[src/rtl/cache_pkg.sv]
// Shared types and geometry helpers for the set-associative cache.
package cache_pkg;

  typedef enum logic [2:0] {
    ST_IDLE,
    ST_LOOKUP,
    ST_WRITEBACK,
    ST_REFILL_REQ,
    ST_REFILL_WAIT
  } cache_state_e;

  function automatic int tag_width(input int addr_w, input int set_w);
    return addr_w - set_w;
  endfunction

  function automatic int way_count(input int way_w);
    return 1 << way_w;
  endfunction

endpackage

[src/rtl/lru_tracker.sv]
// Per-set age-based LRU: age 0 is most recent, age WAYS-1 is the victim.
module lru_tracker
  import cache_pkg::*;
#(
  parameter int SET_BIT_WIDTH = 2,
  parameter int WAY_BIT_WIDTH = 1
) (
  input  logic                     clk,
  input  logic                     reset,
  input  logic [SET_BIT_WIDTH-1:0] set_idx,
  input  logic [WAY_BIT_WIDTH-1:0] access_way,
  input  logic                     access_en,
  output logic [WAY_BIT_WIDTH-1:0] victim_way
);

  localparam int SETS = 1 << SET_BIT_WIDTH;
  localparam int WAYS = way_count(WAY_BIT_WIDTH);

  logic [WAY_BIT_WIDTH-1:0] age_q [SETS][WAYS];

  // Ages younger than the accessed way grow older; accessed way becomes age 0.
  always_ff @(posedge clk or posedge reset) begin
    if (reset) begin
      for (int s = 0; s < SETS; s++)
        for (int w = 0; w < WAYS; w++)
          age_q[s][w] <= WAY_BIT_WIDTH'(w);
    end else if (access_en) begin
      for (int w = 0; w < WAYS; w++)
        if (age_q[set_idx][w] < age_q[set_idx][access_way])
          age_q[set_idx][w] <= age_q[set_idx][w] + 1'b1;
      age_q[set_idx][access_way] <= '0;
    end
  end

  // The oldest way of the selected set is the replacement candidate.
  always_comb begin
    victim_way = '0;
    for (int w = 0; w < WAYS; w++)
      if (age_q[set_idx][w] == WAY_BIT_WIDTH'(WAYS - 1))
        victim_way = WAY_BIT_WIDTH'(w);
  end

endmodule

[src/rtl/set_associative_cache.sv]
// N-way set-associative write-back/write-allocate cache with blocking miss FSM.
module set_associative_cache
  import cache_pkg::*;
#(
  parameter int SET_BIT_WIDTH = 2,
  parameter int WAY_BIT_WIDTH = 1,
  parameter int ADDR_WIDTH    = 32,
  parameter int DATA_WIDTH    = 32
) (
  input  logic                  clk,
  input  logic                  reset,
  input  logic                  req_valid,
  output logic                  req_ready,
  input  logic                  req_write,
  input  logic [ADDR_WIDTH-1:0] req_addr,
  input  logic [DATA_WIDTH-1:0] req_wdata,
  output logic                  resp_valid,
  output logic                  resp_hit,
  output logic [DATA_WIDTH-1:0] resp_rdata,
  output logic                  mem_req_valid,
  input  logic                  mem_req_ready,
  output logic                  mem_req_write,
  output logic [ADDR_WIDTH-1:0] mem_req_addr,
  output logic [DATA_WIDTH-1:0] mem_req_wdata,
  input  logic                  mem_resp_valid,
  input  logic [DATA_WIDTH-1:0] mem_resp_rdata
);

  localparam int SETS  = 1 << SET_BIT_WIDTH;
  localparam int WAYS  = way_count(WAY_BIT_WIDTH);
  localparam int TAG_W = tag_width(ADDR_WIDTH, SET_BIT_WIDTH);

  cache_state_e state_q, state_d;

  logic                     miss_q;
  logic                     write_q;
  logic [WAY_BIT_WIDTH-1:0] victim_q;
  logic [ADDR_WIDTH-1:0]    addr_q;
  logic [DATA_WIDTH-1:0]    wdata_q;

  logic [WAYS-1:0]       valid_q [SETS];
  logic [WAYS-1:0]       dirty_q [SETS];
  logic [TAG_W-1:0]      tag_q   [SETS][WAYS];
  logic [DATA_WIDTH-1:0] data_q  [SETS][WAYS];

  logic [SET_BIT_WIDTH-1:0] set_idx;
  logic [TAG_W-1:0]         tag_in;
  logic                     hit;
  logic [WAY_BIT_WIDTH-1:0] hit_way;
  logic [WAY_BIT_WIDTH-1:0] lru_victim;
  logic [WAY_BIT_WIDTH-1:0] victim_d;
  logic                     lru_access;

  assign set_idx    = addr_q[SET_BIT_WIDTH-1:0];
  assign tag_in     = addr_q[ADDR_WIDTH-1:SET_BIT_WIDTH];
  assign lru_access = (state_q == ST_LOOKUP) && hit;

  lru_tracker #(
    .SET_BIT_WIDTH(SET_BIT_WIDTH),
    .WAY_BIT_WIDTH(WAY_BIT_WIDTH)
  ) u_lru (
    .clk       (clk),
    .reset     (reset),
    .set_idx   (set_idx),
    .access_way(hit_way),
    .access_en (lru_access),
    .victim_way(lru_victim)
  );

  // Parallel tag compare across all ways of the latched set.
  always_comb begin
    hit     = 1'b0;
    hit_way = '0;
    for (int w = 0; w < WAYS; w++)
      if (valid_q[set_idx][w] && (tag_q[set_idx][w] == tag_in)) begin
        hit     = 1'b1;
        hit_way = WAY_BIT_WIDTH'(w);
      end
  end

  // Victim: lowest-index invalid way, falling back to the LRU way.
  always_comb begin
    victim_d = lru_victim;
    for (int w = WAYS - 1; w >= 0; w--)
      if (!valid_q[set_idx][w])
        victim_d = WAY_BIT_WIDTH'(w);
  end

  // Next-state and all interface outputs.
  always_comb begin
    state_d       = state_q;
    req_ready     = 1'b0;
    resp_valid    = 1'b0;
    resp_hit      = 1'b0;
    resp_rdata    = '0;
    mem_req_valid = 1'b0;
    mem_req_write = 1'b0;
    mem_req_addr  = '0;
    mem_req_wdata = '0;
    case (state_q)
      ST_IDLE: begin
        req_ready = 1'b1;
        if (req_valid) state_d = ST_LOOKUP;
      end
      ST_LOOKUP: begin
        if (hit) begin
          resp_valid = 1'b1;
          resp_hit   = !miss_q;
          resp_rdata = write_q ? wdata_q : data_q[set_idx][hit_way];
          state_d    = ST_IDLE;
        end else if (valid_q[set_idx][victim_d] && dirty_q[set_idx][victim_d]) begin
          state_d = ST_WRITEBACK;
        end else begin
          state_d = ST_REFILL_REQ;
        end
      end
      ST_WRITEBACK: begin
        mem_req_valid = 1'b1;
        mem_req_write = 1'b1;
        mem_req_addr  = {tag_q[set_idx][victim_q], set_idx};
        mem_req_wdata = data_q[set_idx][victim_q];
        if (mem_req_ready) state_d = ST_REFILL_REQ;
      end
      ST_REFILL_REQ: begin
        mem_req_valid = 1'b1;
        mem_req_addr  = addr_q;
        if (mem_req_ready) state_d = ST_REFILL_WAIT;
      end
      ST_REFILL_WAIT: begin
        if (mem_resp_valid) state_d = ST_LOOKUP;
      end
      default: state_d = ST_IDLE;
    endcase
  end

  // Control state: FSM, miss flag, victim choice, valid/dirty bits.
  always_ff @(posedge clk or posedge reset) begin
    if (reset) begin
      state_q  <= ST_IDLE;
      miss_q   <= 1'b0;
      write_q  <= 1'b0;
      victim_q <= '0;
      for (int s = 0; s < SETS; s++) begin
        valid_q[s] <= '0;
        dirty_q[s] <= '0;
      end
    end else begin
      state_q <= state_d;
      if (state_q == ST_IDLE && req_valid) begin
        write_q <= req_write;
        miss_q  <= 1'b0;
      end
      if (state_q == ST_LOOKUP) begin
        if (hit && write_q) dirty_q[set_idx][hit_way] <= 1'b1;
        if (!hit) begin
          miss_q   <= 1'b1;
          victim_q <= victim_d;
        end
      end
      if (state_q == ST_WRITEBACK && mem_req_ready)
        dirty_q[set_idx][victim_q] <= 1'b0;
      if (state_q == ST_REFILL_WAIT && mem_resp_valid) begin
        valid_q[set_idx][victim_q] <= 1'b1;
        dirty_q[set_idx][victim_q] <= 1'b0;
      end
    end
  end

  // Datapath storage: request latch, line tags and data.
  always_ff @(posedge clk) begin
    if (state_q == ST_IDLE && req_valid) begin
      addr_q  <= req_addr;
      wdata_q <= req_wdata;
    end
    if (state_q == ST_LOOKUP && hit && write_q)
      data_q[set_idx][hit_way] <= wdata_q;
    if (state_q == ST_REFILL_WAIT && mem_resp_valid) begin
      tag_q[set_idx][victim_q]  <= tag_in;
      data_q[set_idx][victim_q] <= mem_resp_rdata;
    end
  end

endmodule
[config.mk]
export PLATFORM = sky130hd
export DESIGN_NAME = set_associative_cache
export DESIGN_NICKNAME = d
export VERILOG_FILES = /design/src/rtl/cache_pkg.sv /design/src/rtl/lru_tracker.sv /design/src/rtl/set_associative_cache.sv
export SDC_FILE = /design/constraint.sdc
export NUM_CORES = 1
export LEC_CHECK = 0
export CAP_MARGIN = 30
export CORE_ASPECT_RATIO = 1.25
export CORE_MARGIN = 2
export CORE_UTILIZATION = 53
export DETAILED_ROUTE_END_ITERATION = 10
export GPL_TIMING_DRIVEN = 1
export HOLD_SLACK_MARGIN = 0.05
export PLACE_DENSITY = 0.82
export SLEW_MARGIN = 40
export SYNTH_ARGS = -nofsm -noshare
export SYNTH_HDL_FRONTEND = slang
export SYNTH_SLANG_ARGS = --single-unit
[constraint.sdc]
create_clock -name clk -period 4.34 [get_ports clk]
set_input_delay 0.868 -clock clk [delete_from_list [all_inputs] [get_ports clk]]
set_output_delay 0.868 -clock clk [all_outputs]
set_load 0.03 [all_outputs]
==> After elaboration in Yosys (flattened, before gate mapping) <==
Memories as Yosys holds them, arrays and structs flattened. A register that Yosys moved wholly into a read port is not among the register bits.
Cells that the tools add are included.
{ "totals": {"regBits": 94, "ramBits": 496, "inputBits": 102, "out_inout_bits": 101, "wordCells": 299, "n_memories": 2} }
{ "classes": {"addsub": 2, "magnitude_cmp": 13, "eq_ne": 10, "n_mux": 156, "bitwise": 75, "reduce_logical": 19} }
{ "mem_list": {"columns": ["name", "words", "width", "rd", "rd_ports_with_merged_regs", "write_ports", "line", "source"], "rows": [
  ["data_q", 4, 64, 1, 1, 1, "set_associative_cache.sv:44", "logic [DATA_WIDTH-1:0] data_q [SETS][WAYS];"],
  ["tag_q", 4, 60, 1, 1, 1, "set_associative_cache.sv:43", "logic [TAG_W-1:0] tag_q [SETS][WAYS];"]
]} }
{ "op_table": {"columns": ["operator", "n"], "rows": [
  ["$mux 32", 12],
  ["$mux 64", 2],
  ["$mux 30", 4],
  ["$mux 1", 94],
  ["$demux 32 s1", 2],
  ["$mux 8", 8],
  ["$or 1x1->1", 64],
  ["$pmux 32 s2", 1],
  ["$eq 30x30->1", 2],
  ["$mux 60", 1],
  ["$demux 30 s1", 1],
  ["$mux 2", 13],
  ["$and 8x8->8", 3],
  ["$demux 2 s2", 5],
  ["$bwmux 8", 2],
  ["$not 8->8", 2],
  ["$or 8x8->8", 2],
  ["$pmux 3 s5", 1],
  ["$logic_and 1x1->1", 14],
  ["$bmux 2 s2", 3],
  ["$mux 3", 4],
  ["$ne 2x2->1 const B", 4],
  ["$eq 3x2->1 const B", 2],
  ["$lt 1x2->1 const B", 3],
  ["18 further kinds", 26]
]} }

==> Depth between registers and ports, before layout <==
Gate-level depths: netlist (run 1).
{ "logic_depth": {"ltp_word": 19, "ltp_mapped": 14, "depth_no_buf": 8} }

==> Hierarchy <==
A second synthesis (run 1) with hierarchy kept.
{ "hier_totals": {"cells_unflattened": 1532, "hier_area_um2": 25154.1} }
{ "by_module_without_submodules": {"columns": ["mod", "n_inst", "cells_per_inst", "area_per_inst_um2"], "rows": [
  ["set_associative_cache", 1, 1491, 24697.4],
  ["lru_tracker", 1, 41, 456.7]
]} }

==> Worst setup path before layout (run 1) <==
Ideal clock, no wire load.
{ "synth_path": {"path_type": "flip-flop to flip-flop", "start": "register (tool-made name)", "end": "memory data_q[0][0] (netlist bit), enable pin", "setup_time_ns": 0.432, "arrival_time_ns": 4.201, "path_slack_ns": -0.292, "path_stages_with_launch": 11, "n_path_buf": 2, "path_cell_list": "dfxtp_1 -> buf_2 -> buf_2 -> mux2i_1 -> o21ai_0 -> a2111oi_0 -> o221ai_1 -> or4_1 -> nor2_1 -> nand3_1 -> a21oi_1"} }
{ "synth_lines": {"columns": ["item", "line"], "rows": [
  ["end, declared", "set_associative_cache.sv:44"]
]} }

==> results of run 1 <==
==> flip-flops by register name, indices dropped and copies added, names as in the netlist, named ones only <==
| name | flops |
|---|---|
| addr_q | 32 |
| data_q | 256 |
| dirty_q | 8 |
| miss_q | 1 |
| state_q | 3 |
| tag_q | 240 |
| u_lru.age_q | 8 |
| valid_q | 8 |
| victim_q | 1 |
| wdata_q | 32 |
| write_q | 1 |
==> layout by cell type, fill, tap and decap left out, types with 8 or more instances in the layout <==
cell / instances
sky130_fd_sc_hd__xnor2_2: 14
sky130_fd_sc_hd__a31oi_1: 10
sky130_fd_sc_hd__mux2i_2: 12
sky130_fd_sc_hd__clkinv_2: 12
sky130_fd_sc_hd__a21oi_1: 52
sky130_fd_sc_hd__mux2i_1: 103
sky130_fd_sc_hd__clkbuf_1: 10
sky130_fd_sc_hd__a21oi_2: 9
sky130_fd_sc_hd__clkinv_1: 15
sky130_fd_sc_hd__buf_6: 25
sky130_fd_sc_hd__nor2_2: 9
sky130_fd_sc_hd__a21oi_4: 27
sky130_fd_sc_hd__clkbuf_16: 61
sky130_fd_sc_hd__buf_12: 37
sky130_fd_sc_hd__xor2_1: 18
sky130_fd_sc_hd__nand2_1: 127
sky130_fd_sc_hd__xnor2_1: 29
sky130_fd_sc_hd__buf_4: 99
sky130_fd_sc_hd__mux2_2: 39
sky130_fd_sc_hd__or2_2: 9
sky130_fd_sc_hd__nand4_1: 9
sky130_fd_sc_hd__clkdlybuf4s50_1: 152
sky130_fd_sc_hd__dfrtp_1: 24
sky130_fd_sc_hd__inv_1: 8
sky130_fd_sc_hd__mux2i_4: 15
sky130_fd_sc_hd__a22oi_1: 33
sky130_fd_sc_hd__edfxtp_1: 560
sky130_fd_sc_hd__o21ai_0: 9
sky130_fd_sc_hd__mux4_2: 111
sky130_fd_sc_hd__nor2_1: 93
sky130_fd_sc_hd__and2_1: 41
sky130_fd_sc_hd__and3_1: 32
==> layout make-up <==
class                      instances  area [um2]
clock buffer                      69        1510
clock inverter                    38         288
sequential                       592       17600
antenna                            1        2.50
tap                              644         806
fill                            3169       16200
inverter                          10        37.5
multi-input combinational        891        8530
timing repair buffer             320        3450
==> logic make-up after synthesis <==
family | Yosys count | share of synthesized area
AOI/OAI and AO/OA | 175 | 0.0464
buffers and inverters | 114 | 0.0216
muxes | 282 | 0.166
and+or+nand+nor | 373 | 0.0680
xor gates and xnor gates | 61 | 0.0205
DFF | 592 | 0.677
==> worst register-to-register path: cells and delay by family, from the launching register on <==
kind | cells | cell delay, ns
AOI/OAI and AO/OA | 2 | 0.46
buffers and inverters | 3 | 0.68
DFF | 1 | 0.41
muxes | 2 | 0.56
and+or+nand+nor | 4 | 1.62
==> routing by layer <==
metal	share of wire	vias up	GRT usage	routed length [um]
met2	0.51	1015	0.459	35600
met3	0.086	199	0.0402	6000
met4	0.042	4	0.125	2930
met1	0.36	8162	0.337	24800
li1	-	6760	-	-
met5	0.00046	-	0	32
==> worst min path at each step <==
stage                                      start                     end  slack [ns]  depth (start not counted)
final                     valid_q[5]$_DFFE_PP0P_  valid_q[5]$_DFFE_PP0P_        0.47                          1
after global routing      valid_q[2]$_DFFE_PP0P_  valid_q[2]$_DFFE_PP0P_        0.48                          1
after CTS                 valid_q[4]$_DFFE_PP0P_  valid_q[4]$_DFFE_PP0P_        0.47                          1
after detailed placement  valid_q[0]$_DFFE_PP0P_  valid_q[0]$_DFFE_PP0P_        0.45                          1
after global placement    valid_q[3]$_DFFE_PP0P_  valid_q[3]$_DFFE_PP0P_        0.45                          1
after floorplan           valid_q[2]$_DFFE_PP0P_  valid_q[2]$_DFFE_PP0P_        0.43                          1
==> repair_timing <==
item	CTS	global route
setup buffers	13	8
cloned	3	2
endpoints found under the setup margin	47	34
pin swaps	8	8
gates resized for setup	85	78
==> stage by stage <==
stage / cell area [um2] / hold slack, ns / TNS (ns) / util
after floorplan: 26000 / 0.434 / -37.42 / -
after global placement: 29400 / 0.446 / 0 / 0.606
after detailed placement: 29400 / 0.453 / -0.00352 / 0.607
after CTS: 31700 / 0.471 / -10.09 / 0.656
after global routing: 32200 / 0.484 / -14.84 / 0.666
final: 32200 / 0.470 / -11.68 / 0.666
==> power breakdown <==
part / total, mW / internal [mW] / switching [mW]
combinational: 5.94 / 2.41 / 3.53
sequential: 7.03 / 6.71 / 0.320
clock: 4.78 / 2.67 / 2.12
total: 17.8 / 11.8 / 5.97
==> flow_metrics.tcl, run 1 <==
set metrics [dict create \
    worst_hold_check_path_type "reg -> reg" \
    worstMarginPinSlew_ns 0.954 \
    drt_pre_antenna_iters 5 \
    core_um2 48400 \
    reg2reg_slack_ns 0.31 \
    synth-async-reset-ratio 0.0507 \
    drt_drc_violations_left 0 \
    ys_top_cells_by_area "sky130_fd_sc_hd__edfxtp_1 (65%), sky130_fd_sc_hd__mux4_2 (9.0%), sky130_fd_sc_hd__mux2i_1 (5.0%)" \
    route.detailed.vias_per_inst 6.29 \
    global_route_wire_length_before_repair_um 102000 \
    cellPowerDensity_nw_per_um2 550 \
    layoutNonFillerInstCount 2565 \
    tritoncts "yes" \
    worstPathArrival_ns 3.87 \
    clk_transition_reported_paths_ns 0.06 \
    crit_path_most_repeated_cell "sky130_fd_sc_hd__buf_12" \
    type_of_destination_of_the_critical_path "primary output" \
    critical_path.startpoint_type "flop" \
    grt_pass1_vias 16810 \
    cp-endpoint "resp_rdata[7]" \
    clock_sink_count 592 \
    syn_area_per_cell_um2 16.3 \
    critPathBufInv 4 \
    yosysSeqAreaShare 0.677 \
    floorplan.io_pins 203 \
    gr-usage-all-layers 0.267 \
    num_rows 90 \
    maxClockFrequency_mhz 211 \
    place_inst 2433 \
    cts.path.max_buffers 3 \
    setup_repair_after_global_routing_missed_its_margin "true" \
    pre_cts_slack_ns -0.00352 \
    synthToLayoutAreaGrowth_pct 24.0 \
    timing.critical_path.cells "buf_12 > buf_12 > mux4_2 > xnor2_2 > nand4_1 > nor4_4 > nand3_2 > or2_4 > a21o_4 > clkbuf_16 > a21oi_4 > buf_12" \
    report.final.hold_viol_count 0 \
    status "finished, violations left" \
    post_synthesis_instance_area_um2 26000 \
    grt_max_degree 51 \
    dr.first_iter.drc_count 1693 \
    synth_top_area_frac 0.647 \
    postCtsHoldBufs 0 \
    die-width_um 202 \
    timing.final.ws_setup_ns -0.394 \
    globalRoute.totalOverflow 0 \
    die_ht_um 252 \
    power.ir.vdd_worst_mv 0.424 \
    synth.largest_area_cell "sky130_fd_sc_hd__edfxtp_1" \
    numCtsBuffers 58 \
    max_transition_viols_final 0 \
    crit_share_post_route 1.09 \
    syn_inst 1597 \
    finalPower_mw 17.8 \
    synthesis.nets 1699 \
    p_leak_nw 11.0 \
    finalClockSkew_ns 0.0318 \
    worstRegToRegCells 11 \
    ys_top_cells_by_count "sky130_fd_sc_hd__edfxtp_1 (560), sky130_fd_sc_hd__mux2i_1 (130), sky130_fd_sc_hd__nand2_1 (128), sky130_fd_sc_hd__nor2_1 (105), sky130_fd_sc_hd__mux4_2 (104)" \
    dp_hpwl_um 41500 \
    routed_wl_um 69400 \
    synth-seq-cells 592 \
    post-synth-top-count-cell "sky130_fd_sc_hd__edfxtp_1" \
    drive_above_1_share 0.276 \
    timing.critical_path.required_ns 3.47 \
    crit_path_top_delay_cell "sky130_fd_sc_hd__mux4_2" \
    timing.final.setup_violations 34 \
    setup.worst_path.class "reg -> out" \
    relSlewSlack 0.356 \
    number_of_enable_flip_flop_cells_after_synthesis 560 \
    vias 16140 \
    failing_checks "negative setup slack" \
    area_enclosed_by_the_die_boundary_um2 50900 \
    worst-path-stages 12 \
    num-nets-final 1975 \
    cts_root_buffer "sky130_fd_sc_hd__clkbuf_16" \
    ys_types 59 \
    layout_min_cycle_time_ns 4.73 \
    synth_top_flop_cell "sky130_fd_sc_hd__edfxtp_1" \
    port-buffer-count 202 \
    yosys_warnings 0 \
    drtAntennaViolNets 0 \
    htreeDepth 2 \
    crit_path_largest_cell_delay_ns 0.55 \
    worstSkewPairLatency_ns 0.62 \
    cap_viol_max_count 0 \
    critical_path_peak_fanout 9 \
    path_delay_family "simple AND/OR/NAND/NOR gates" \
    crit-reg2reg-capture "data_q[3][5]$_DFFE_PP_" \
    initial_core_util 0.537 \
    route.detailed.wl_per_inst_um 27.0 \
    antenna_found_initial 2 \
    place_congestion 0.824 \
]
No activity file was read; power rests on OpenSTA's default activity.
==> run 2, diff against run 1 <==
--- a/config.mk
+++ b/config.mk
@@ -7,7 +7,6 @@
 export LEC_CHECK = 0
 export CAP_MARGIN = 30
 export CORE_ASPECT_RATIO = 1.25
-export CORE_MARGIN = 2
 export CORE_UTILIZATION = 53
 export DETAILED_ROUTE_END_ITERATION = 10
 export GPL_TIMING_DRIVEN = 1
==> flow_metrics.tcl, run 2 (synthesis gave the netlist of run 1 again) <==
set metrics [dict create \
    num-nets-final 1951 \
    crit-reg2reg-capture "data_q[3][10]$_DFFE_PP_" \
    timing.critical_path.required_ns 3.47 \
    routed_wl_um 66700 \
    area_enclosed_by_the_die_boundary_um2 50000 \
    die-width_um 200 \
    port-buffer-count 202 \
    max_flop_register "data_q" \
    globalRoute.totalOverflow 0 \
    dr.first_iter.drc_count 1502 \
    drive_above_1_share 0.262 \
    drtAntennaViolNets 0 \
    relSlewSlack 0.433 \
    route.detailed.wl_per_inst_um 26.3 \
    initial_core_util 0.538 \
    route.detailed.vias_per_inst 6.25 \
    gr-usage-all-layers 0.262 \
    cap_viol_max_count 0 \
    type_of_destination_of_the_critical_path "primary output" \
    cts.path.max_buffers 3 \
    worst_hold_check_path_type "reg -> reg" \
    drt_pre_antenna_iters 5 \
    die_ht_um 250 \
    timing.final.ws_setup_ns -0.300 \
    dp_hpwl_um 40000 \
    regs_by_ff_count "data_q (256), tag_q (240)" \
    setup_tns_after_final_layout_ns -8.99 \
    layoutNonFillerInstCount 2540 \
    maxClockFrequency_mhz 216 \
    n_antenna_cell 0 \
    placedInstanceArea_um2 29300 \
    synthToLayoutAreaGrowth_pct 23.5 \
    max_transition_viols_final 0 \
    critical_path_peak_fanout 6 \
    cellPowerDensity_nw_per_um2 562 \
    worstSkewPairLatency_ns 0.62 \
    place_congestion 0.872 \
    commonest_non_fill_non_tap_cells_in_the_layout "sky130_fd_sc_hd__edfxtp_1 (560), sky130_fd_sc_hd__clkdlybuf4s50_1 (152), sky130_fd_sc_hd__nand2_1 (127)" \
    numCtsBuffers 56 \
    global_route_wire_length_before_repair_um 98900 \
    place_inst 2414 \
    largest_register_ffs 256 \
    num_rows 90 \
    cts_root_buffer "sky130_fd_sc_hd__clkbuf_16" \
    floorplan.io_pins 203 \
    postCtsHoldBufs 0 \
    pre_cts_slack_ns -0.0833 \
    setup_repair_after_global_routing_missed_its_margin "true" \
    crit_share_post_route 1.07 \
    most_common_cell_after_layout_fill_and_taps_aside "sky130_fd_sc_hd__edfxtp_1" \
    layout_min_cycle_time_ns 4.64 \
    tritoncts "yes" \
    post-route-util 0.665 \
    status "finished, violations left" \
    critical_path.startpoint_type "flop" \
    timing.final.setup_violations 34 \
    p_leak_nw 10.9 \
    reg2reg_slack_ns 0.32 \
    grt_pass1_vias 16745 \
    worstMarginPinSlew_ns 0.849 \
    setup.worst_path.class "reg -> out" \
    drt_drc_violations_left 0 \
    grt_max_degree 68 \
    finalClockSkew_ns 0.0271 \
    clock_sink_count 592 \
    power.ir.vdd_worst_mv 0.475 \
    core_um2 48300 \
    antenna_found_initial 2 \
    clk_transition_reported_paths_ns 0.06 \
    fillers 3080 \
    fin_area_um2 32100 \
    htreeDepth 2 \
    vias 15869 \
    failing_checks "negative setup slack" \
    worstPathArrival_ns 3.77 \
    report.final.hold_viol_count 0 \
    worstRegToRegCells 10 \
    cp-endpoint "resp_rdata[17]" \
]
-- run 2: how the worst min path moves through the flow --
stage                                  end                   start  cells after the start
finish              valid_q[0]$_DFFE_PP0P_  valid_q[0]$_DFFE_PP0P_                      1
detailed placement  valid_q[0]$_DFFE_PP0P_  valid_q[0]$_DFFE_PP0P_                      1
global route        valid_q[2]$_DFFE_PP0P_  valid_q[2]$_DFFE_PP0P_                      1
global placement    valid_q[2]$_DFFE_PP0P_  valid_q[2]$_DFFE_PP0P_                      1
CTS                 valid_q[0]$_DFFE_PP0P_  valid_q[0]$_DFFE_PP0P_                      1
floorplan           valid_q[2]$_DFFE_PP0P_  valid_q[2]$_DFFE_PP0P_                      1
-- run 2: final cells by class --
type | instances | area (um2) | share of cell area
clock inverters | 39 | 475 | 0.0148
flip-flops and latches | 592 | 17600 | 0.549
well taps | 644 | 806 | 0.0251
clock buffers | 66 | 1500 | 0.0468
multi-input cells | 891 | 8340 | 0.260
repair buffers | 298 | 3320 | 0.104
inverters | 10 | 37.5 | 0.00117
-- run 2: critical path, cell delays in order (launching register included) --
cell and delay [ns]:
sky130_fd_sc_hd__dfxtp_4 0.39, sky130_fd_sc_hd__buf_12 0.15, sky130_fd_sc_hd__buf_8 0.13, sky130_fd_sc_hd__buf_6 0.10
sky130_fd_sc_hd__buf_6 0.08, sky130_fd_sc_hd__mux4_2 0.50, sky130_fd_sc_hd__xor2_1 0.16, sky130_fd_sc_hd__nor4_1 0.31
sky130_fd_sc_hd__buf_4 0.17, sky130_fd_sc_hd__nand3_4 0.09, sky130_fd_sc_hd__or2_4 0.26, sky130_fd_sc_hd__a21o_4 0.30
sky130_fd_sc_hd__clkbuf_16 0.21, sky130_fd_sc_hd__a21oi_4 0.14, sky130_fd_sc_hd__buf_6 0.15
-- run 2: power by group --
group,internal [mW],switching [mW]
Combinational,2.32,3.48
Clock,3.07,2.15
Sequential,6.71,0.303
-- run 2: per-layer routing --
| metal | global-route usage | vias up | wire (um) |
|---|---|---|---|
| met1 | 0.328 | 8007 | 24000 |
| met5 | 0 | - | 28 |
| li1 | - | 6704 | - |
| met2 | 0.455 | 993 | 34500 |
| met4 | 0.0989 | 4 | 1990 |
| met3 | 0.0469 | 161 | 6290 |
-- run 2: through the flow --
| stage | hold WS (ns) | total power [mW] |
|---|---|---|
| floorplan | 0.434 | 10.6 |
| global placement | 0.446 | 12.3 |
| detailed placement | 0.451 | 12.5 |
| CTS | 0.466 | 17.8 |
| global route | 0.482 | 18.6 |
| finish | 0.465 | 18.0 |
-- run 2: repair_timing --
| action | CTS | global route |
|---|---|---|
| gates cloned | 1 | 4 |
| endpoints found under the setup margin | 50 | 48 |
| resized for setup | 52 | 62 |
| buffers inserted | 6 | 10 |
| pin swaps | 6 | 9 |
